--- src/rtl/tt_um_nibble_acc.sv ---
`default_nettype none
`timescale 1ns/1ps
// ============================================================================
// Module      : tt_um_nibble_acc
// Description : Strobed nibble-pair accumulator. Each strobe adds A+B into a
//               saturating 12-bit accumulator and an 8-bit add counter.
// Revision    : 1.0 - initial release
// ============================================================================
module tt_um_nibble_acc (
    input  logic       clk,
    input  logic       rst_n,
    input  logic       ena,
    input  logic [7:0] ui_in,
    input  logic [7:0] uio_in,
    output logic [7:0] uo_out,
    output logic [7:0] uio_out,
    output logic [7:0] uio_oe
);

    typedef enum logic [1:0] {
        ST_IDLE = 2'd0,
        ST_ADD  = 2'd1,
        ST_DONE = 2'd2
    } state_t;

    state_t      r_state;
    state_t      w_state_next;
    logic [2:0]  r_stb_sync;
    logic [1:0]  r_clr_sync;
    logic [3:0]  r_op_a;
    logic [3:0]  r_op_b;
    logic [11:0] r_acc;
    logic [7:0]  r_count;
    logic        r_ovf;
    logic        r_cnt_sat;

    logic        w_stb_rise;
    logic        w_clear;
    logic        w_capture;
    logic        w_add;
    logic        w_busy;
    logic        w_done;
    logic [12:0] w_acc_sum;
    logic [8:0]  w_cnt_sum;
    logic [4:0]  w_live_sum;
    logic        w_unused;

    // Pad inputs are asynchronous; bit 2 of the strobe chain only feeds edge detect.
    always_ff @(posedge clk or negedge rst_n) begin
        if (!rst_n) begin
            r_stb_sync <= 3'b000;
            r_clr_sync <= 2'b00;
        end else begin
            r_stb_sync <= {r_stb_sync[1:0], uio_in[0]};
            r_clr_sync <= {r_clr_sync[0], uio_in[1]};
        end
    end

    assign w_stb_rise = r_stb_sync[1] & ~r_stb_sync[2];
    assign w_clear    = r_clr_sync[1];

    always_ff @(posedge clk or negedge rst_n) begin
        if (!rst_n) begin
            r_state <= ST_IDLE;
        end else begin
            r_state <= w_state_next;
        end
    end

    // Strobes seen outside IDLE are simply not acted on, so they are dropped.
    always_comb begin
        w_state_next = r_state;
        w_capture    = 1'b0;
        w_add        = 1'b0;
        if (w_clear) begin
            w_state_next = ST_IDLE;
        end else begin
            case (r_state)
                ST_IDLE: begin
                    if (w_stb_rise) begin
                        w_capture    = 1'b1;
                        w_state_next = ST_ADD;
                    end
                end
                ST_ADD: begin
                    w_add        = 1'b1;
                    w_state_next = ST_DONE;
                end
                ST_DONE: w_state_next = ST_IDLE;
                default: w_state_next = ST_IDLE;
            endcase
        end
    end

    assign w_acc_sum = {1'b0, r_acc} + {9'd0, r_op_a} + {9'd0, r_op_b};
    assign w_cnt_sum = {1'b0, r_count} + 9'd1;

    always_ff @(posedge clk or negedge rst_n) begin
        if (!rst_n) begin
            r_op_a    <= 4'd0;
            r_op_b    <= 4'd0;
            r_acc     <= 12'd0;
            r_count   <= 8'd0;
            r_ovf     <= 1'b0;
            r_cnt_sat <= 1'b0;
        end else if (w_clear) begin
            r_op_a    <= 4'd0;
            r_op_b    <= 4'd0;
            r_acc     <= 12'd0;
            r_count   <= 8'd0;
            r_ovf     <= 1'b0;
            r_cnt_sat <= 1'b0;
        end else if (w_capture) begin
            r_op_a <= ui_in[3:0];
            r_op_b <= ui_in[7:4];
        end else if (w_add) begin
            if (w_acc_sum[12]) begin
                r_acc <= 12'hFFF;
                r_ovf <= 1'b1;
            end else begin
                r_acc <= w_acc_sum[11:0];
            end
            if (w_cnt_sum[8]) begin
                r_count   <= 8'hFF;
                r_cnt_sat <= 1'b1;
            end else begin
                r_count <= w_cnt_sum[7:0];
            end
        end
    end

    assign w_busy     = (r_state != ST_IDLE);
    assign w_done     = (r_state == ST_DONE);
    assign w_live_sum = {1'b0, ui_in[3:0]} + {1'b0, ui_in[7:4]};

    always_comb begin
        uo_out = 8'h00;
        case (uio_in[3:2])
            2'b00:   uo_out = r_acc[7:0];
            2'b01:   uo_out = {r_ovf, r_cnt_sat, w_busy, 1'b0, r_acc[11:8]};
            2'b10:   uo_out = r_count;
            default: uo_out = {3'b000, w_live_sum};
        endcase
    end

    assign uio_out = {w_busy, w_done, r_ovf, r_cnt_sat, 4'b0000};
    assign uio_oe  = 8'hF0;

    assign w_unused = &{1'b0, ena, uio_in[7:4]};

endmodule
`default_nettype wire
--- config.mk ---
export PLATFORM = sky130hd
export DESIGN_NAME = tt_um_nibble_acc
export DESIGN_NICKNAME = d
export VERILOG_FILES = /design/src/rtl/tt_um_nibble_acc.sv
export SDC_FILE = /design/constraint.sdc
export NUM_CORES = 1
export LEC_CHECK = 0
export ABC_AREA = 1
export CELL_PAD_IN_SITES_DETAIL_PLACEMENT = 0
export CELL_PAD_IN_SITES_GLOBAL_PLACEMENT = 1
export CORE_MARGIN = 3
export CORE_UTILIZATION = 31
export DETAILED_ROUTE_END_ITERATION = 10
export PLACE_DENSITY = 0.66
export SYNTH_ARGS = -nofsm -noshare
export SYNTH_HDL_FRONTEND = slang
export SYNTH_SLANG_ARGS = --single-unit
--- constraint.sdc ---
create_clock -name clk -period 6.4 [get_ports clk]
set_input_delay 1.28 -clock clk [delete_from_list [all_inputs] [get_ports clk]]
set_output_delay 1.28 -clock clk [all_outputs]
set_load 0.02 [all_outputs]
==> impl_results.html <==
<table>
<tr><th>Metric</th><th>Value</th></tr>
<tr><th colspan="2">Cells and area</th></tr>
<tr><td>Number of diodes</td><td>0</td></tr>
<tr><td>Area Overhead vs Synth</td><td>14.8%</td></tr>
<tr><td>Most common cell after layout, fill and taps aside</td><td>nand2_1</td></tr>
<tr><td>Design area</td><td>2810 sq um</td></tr>
<tr><td>Fraction of layout cells with a size suffix above 1</td><td>11.3%</td></tr>
<tr><td>Highest-count cells in the layout ignoring fill and taps</td><td>nand2_1, dfrtp_1, inv_1</td></tr>
<tr><td>Core Util, Final</td><td>37.7%</td></tr>
<tr><td>Nets@finish</td><td>352</td></tr>
<tr><th colspan="2">Clock tree</th></tr>
<tr><td>TritonCTS Buffers</td><td>5</td></tr>
<tr><td># hold bufs at CTS</td><td>0</td></tr>
<tr><td>Clock tree from TritonCTS</td><td>yes</td></tr>
<tr><td>Post-CTS Resized</td><td>0</td></tr>
<tr><td>Clk root buf</td><td>clkbuf_8</td></tr>
<tr><td>Clock input transition at the sequential cells of the worst setup and hold paths</td><td>0.08 ns</td></tr>
<tr><td>Level count of the clock H-tree</td><td>2</td></tr>
<tr><td>Worst-skew pair later-pin latency</td><td>0.29 ns</td></tr>
<tr><td>Setup repair bufs after CTS</td><td>0</td></tr>
<tr><td>Maximum clock path buffer count</td><td>2</td></tr>
<tr><td>CTS Sinks</td><td>37</td></tr>
<tr><th colspan="2">GRT</th></tr>
<tr><td>Largest net degree at the start of global routing</td><td>38</td></tr>
<tr><td>Overall track demand over capacity in global routing</td><td>13.6%</td></tr>
<tr><td>Global route total overflow</td><td>0</td></tr>
<tr><td>Antenna violations before repair</td><td>0</td></tr>
<tr><td>Wire length of the first global-routing pass</td><td>9250 microns</td></tr>
<tr><td>Number of global-route vias before repair</td><td>1,831</td></tr>
<tr><th colspan="2">Routing</th></tr>
<tr><td>Number of optimization iterations in the first detailed-route pass</td><td>4</td></tr>
<tr><td>Vias</td><td>1,919</td></tr>
<tr><td>DRC errors left</td><td>0</td></tr>
<tr><td>Initial DRC Count</td><td>99</td></tr>
<tr><td>Antenna-violating nets left</td><td>0</td></tr>
<tr><td>DRT Wirelength</td><td>5640 microns</td></tr>
<tr><td>Vias per cell</td><td>4.59</td></tr>
<tr><td>Wire length per cell after detailed routing</td><td>13.5 microns</td></tr>
<tr><th colspan="2">Placement</th></tr>
<tr><td>Worst-case setup slack after placement</td><td>1.33 ns</td></tr>
<tr><td>Instance area after placement</td><td>2690 sq um</td></tr>
<tr><td>Post-DP HPWL</td><td>4310 microns</td></tr>
<tr><td># port buffers</td><td>25</td></tr>
<tr><td>Global placement routability congestion</td><td>0.784</td></tr>
<tr><th colspan="2">STA</th></tr>
<tr><td>Setup Total Neg Slack</td><td>0 ns</td></tr>
<tr><td>Number of max-slew violations in the final report</td><td>0</td></tr>
<tr><td>Fin Clk Skew</td><td>0.00846 ns</td></tr>
<tr><td>Relative slew margins</td><td>42.6%</td></tr>
<tr><td>Share of the cycle needed by the critical path after routing</td><td>78.8%</td></tr>
<tr><td>Final number of hold-violating endpoints</td><td>0</td></tr>
<tr><td>Worst-case setup margin in the final layout</td><td>1.36 ns</td></tr>
<tr><td>Worst-Margin Slew</td><td>0.861 ns</td></tr>
<tr><td>Hold WS</td><td>0.355 ns</td></tr>
<tr><td>Finish-stage setup viols</td><td>0</td></tr>
<tr><td>RSZ-0062 raised after global routing</td><td>false</td></tr>
<tr><td>Maximum operating frequency</td><td>0.198 GHz</td></tr>
<tr><td>Shortest clock period the worst path allows after layout</td><td>5.04 ns</td></tr>
<tr><th colspan="2">Power and ir drop</th></tr>
<tr><td>IR Drop Worst-Case VDD</td><td>88.1 uV</td></tr>
<tr><td>LEAKAGE</td><td>1.43 nW</td></tr>
<tr><td>Power per unit of standard cell area</td><td>190 nW/um^2</td></tr>
<tr><th colspan="2">Run</th></tr>
<tr><td>Max-capacitance violation count</td><td>0</td></tr>
<tr><th colspan="2">Floorplan</th></tr>
<tr><td>Number of top-level design ports</td><td>43</td></tr>
<tr><td>Cell Rows</td><td>31</td></tr>
<tr><td>Die Outline Area</td><td>8990 sq um</td></tr>
<tr><td>Horizontal die dimension</td><td>94.8 microns</td></tr>
<tr><td>Initial core utilization</td><td>32.8%</td></tr>
<tr><td>Die height</td><td>94.8 microns</td></tr>
<tr><td>CORE AREA</td><td>7450 sq um</td></tr>
<tr><th colspan="2">Critical path</th></tr>
<tr><td>Data required time at the worst endpoint</td><td>5.12 ns</td></tr>
<tr><td>Worst Path Class, Setup</td><td>input pin to output pin</td></tr>
<tr><td>Critical path data arrival time</td><td>3.76 ns</td></tr>
<tr><td>Startpoint types</td><td>input pin</td></tr>
<tr><td>Max Fanout on Critical Path</td><td>2</td></tr>
<tr><td>Crit end category</td><td>output pin</td></tr>
<tr><th colspan="2">Synthesis</th></tr>
<tr><td>Fraction of the yosys area taken by sequential cells</td><td>37.9%</td></tr>
<tr><td>Synth cell types</td><td>33</td></tr>
<tr><td>Cell count after synthesis</td><td>297</td></tr>
<tr><td>Synth warnings</td><td>0</td></tr>
<tr><td>Post-synth design cell area</td><td>2450 sq um</td></tr>
<tr><td>Number of synthesized register bits</td><td>37</td></tr>
<tr><td>Average instance area after synthesis</td><td>8.24 sq um</td></tr>
<tr><th colspan="2">Run status</th></tr>
<tr><td>Status</td><td>finished clean</td></tr>
<tr><th colspan="2">Worst hold path</th></tr>
<tr><td>Class of the tightest hold or removal check</td><td>register to register</td></tr>
</table>
## layer usage
layer | part of all wire [%] | GRT usage [%] | vias to the layer above
met5 | 0 | 0 | -
met3 | 4.4 | 2.87 | 6
li1 | - | - | 985
met1 | 47 | 18.6 | 890
met2 | 47 | 21.7 | 38
met4 | 0.90 | 3.85 | 0
## worst paths after layout
check | cells past startpoint | start | slack (ns) | to
worst max-delay path | 9 | ui_in[0] | 1.36 | uo_out[4]
worst min-delay path | 0 | r_clr_sync[0] | 0.36 | r_clr_sync[1]
worst max register to register | 8 | r_op_a[1] | 4.07 | r_acc[7]
worst min register to register | 0 | r_clr_sync[0] | 0.36 | r_clr_sync[1]
max in group asynchronous | 1 | rst_n | 4.76 | r_acc[4]
min in group asynchronous | 1 | rst_n | 1.08 | r_count[5]
## flip-flops by register name (all words and copies together), names as in the netlist
signal	cells
r_count	8
r_stb_sync	3
r_op_b	4
r_ovf	1
r_op_a	4
r_acc	12
r_clr_sync	2
r_cnt_sat	1
r_state	2
## cell families after synthesis
group                      after synthesis  share of synthesized area, %
and+or+nand+nor                        136                          27.0
buffers and inverters                   61                          12.7
AOI/OAI and AO/OA                       42                          11.3
DFF                                     37                          37.9
adders and majority gates               15                          9.51
xor gates and xnor gates                 4                          1.43
other                                    2                         0.307
## cell usage after synthesis
| cell | count | share of area, % |
|---|---|---|
| nand2_2 | 5 | 1.3 |
| nand4_1 | 4 | 1.0 |
| a21o_2 | 1 | 0.36 |
| xor2_1 | 2 | 0.72 |
| dfrtp_1 | 37 | 38 |
| o22ai_1 | 3 | 0.77 |
| nand3_2 | 9 | 3.7 |
| a21oi_1 | 8 | 1.6 |
| buf_6 | 2 | 0.92 |
| o2111ai_1 | 1 | 0.36 |
| inv_2 | 5 | 0.77 |
| nor2_8 | 1 | 0.82 |
| nand2_1 | 73 | 11 |
| a21boi_0 | 1 | 0.31 |
| o31ai_1 | 1 | 0.31 |
| and2_1 | 1 | 0.26 |
| o21ai_2 | 1 | 0.36 |
| buf_4 | 17 | 5.2 |
| o211ai_1 | 3 | 0.92 |
| conb_1 | 2 | 0.31 |
| or2_2 | 1 | 0.26 |
| o21ai_1 | 9 | 1.8 |
| o21ai_0 | 7 | 1.4 |
| nand3b_4 | 1 | 0.82 |
| inv_1 | 35 | 5.4 |
| o221ai_1 | 4 | 1.4 |
| nor2_1 | 15 | 2.3 |
| ha_1 | 9 | 4.6 |
| xnor2_1 | 2 | 0.72 |
| buf_2 | 2 | 0.41 |
| nand3_1 | 26 | 5.3 |
| fa_1 | 6 | 4.9 |
| o211ai_2 | 3 | 1.5 |
## critical path: stages
cell and delay [ns]:
clkdlybuf4s50_1 0.48, ha_1 0.17, inv_1 0.05, fa_1 0.37, or2_2 0.31, a21boi_0 0.14, o21ai_0 0.15, o211ai_1 0.15
clkdlybuf4s50_1 0.64
## layout make-up
cell class | instances | area (sq um)
fill | 800 | 4640
inverter | 40 | 150
clock buffer | 5 | 68.8
multi-input combinational | 209 | 1250
clock inverter | 3 | 46.3
sequential | 37 | 926
tap | 99 | 124
timing repair buffer | 25 | 245
## per-stage QoR
stage          std cells  power, mW
2_1_floorplan        307      0.304
4_1_cts              418      0.540
3_3_place_gp         410      0.328
6_report             418      0.532
5_1_grt              418      0.563
3_5_place_dp         410      0.329
## power by group
group	total, mW	internal, mW	switching [mW]
Combinational	0.0736	0.0273	0.0463
Sequential	0.249	0.241	0.00769
Clock	0.209	0.117	0.0927
Power figures use the tool's default switching activity.
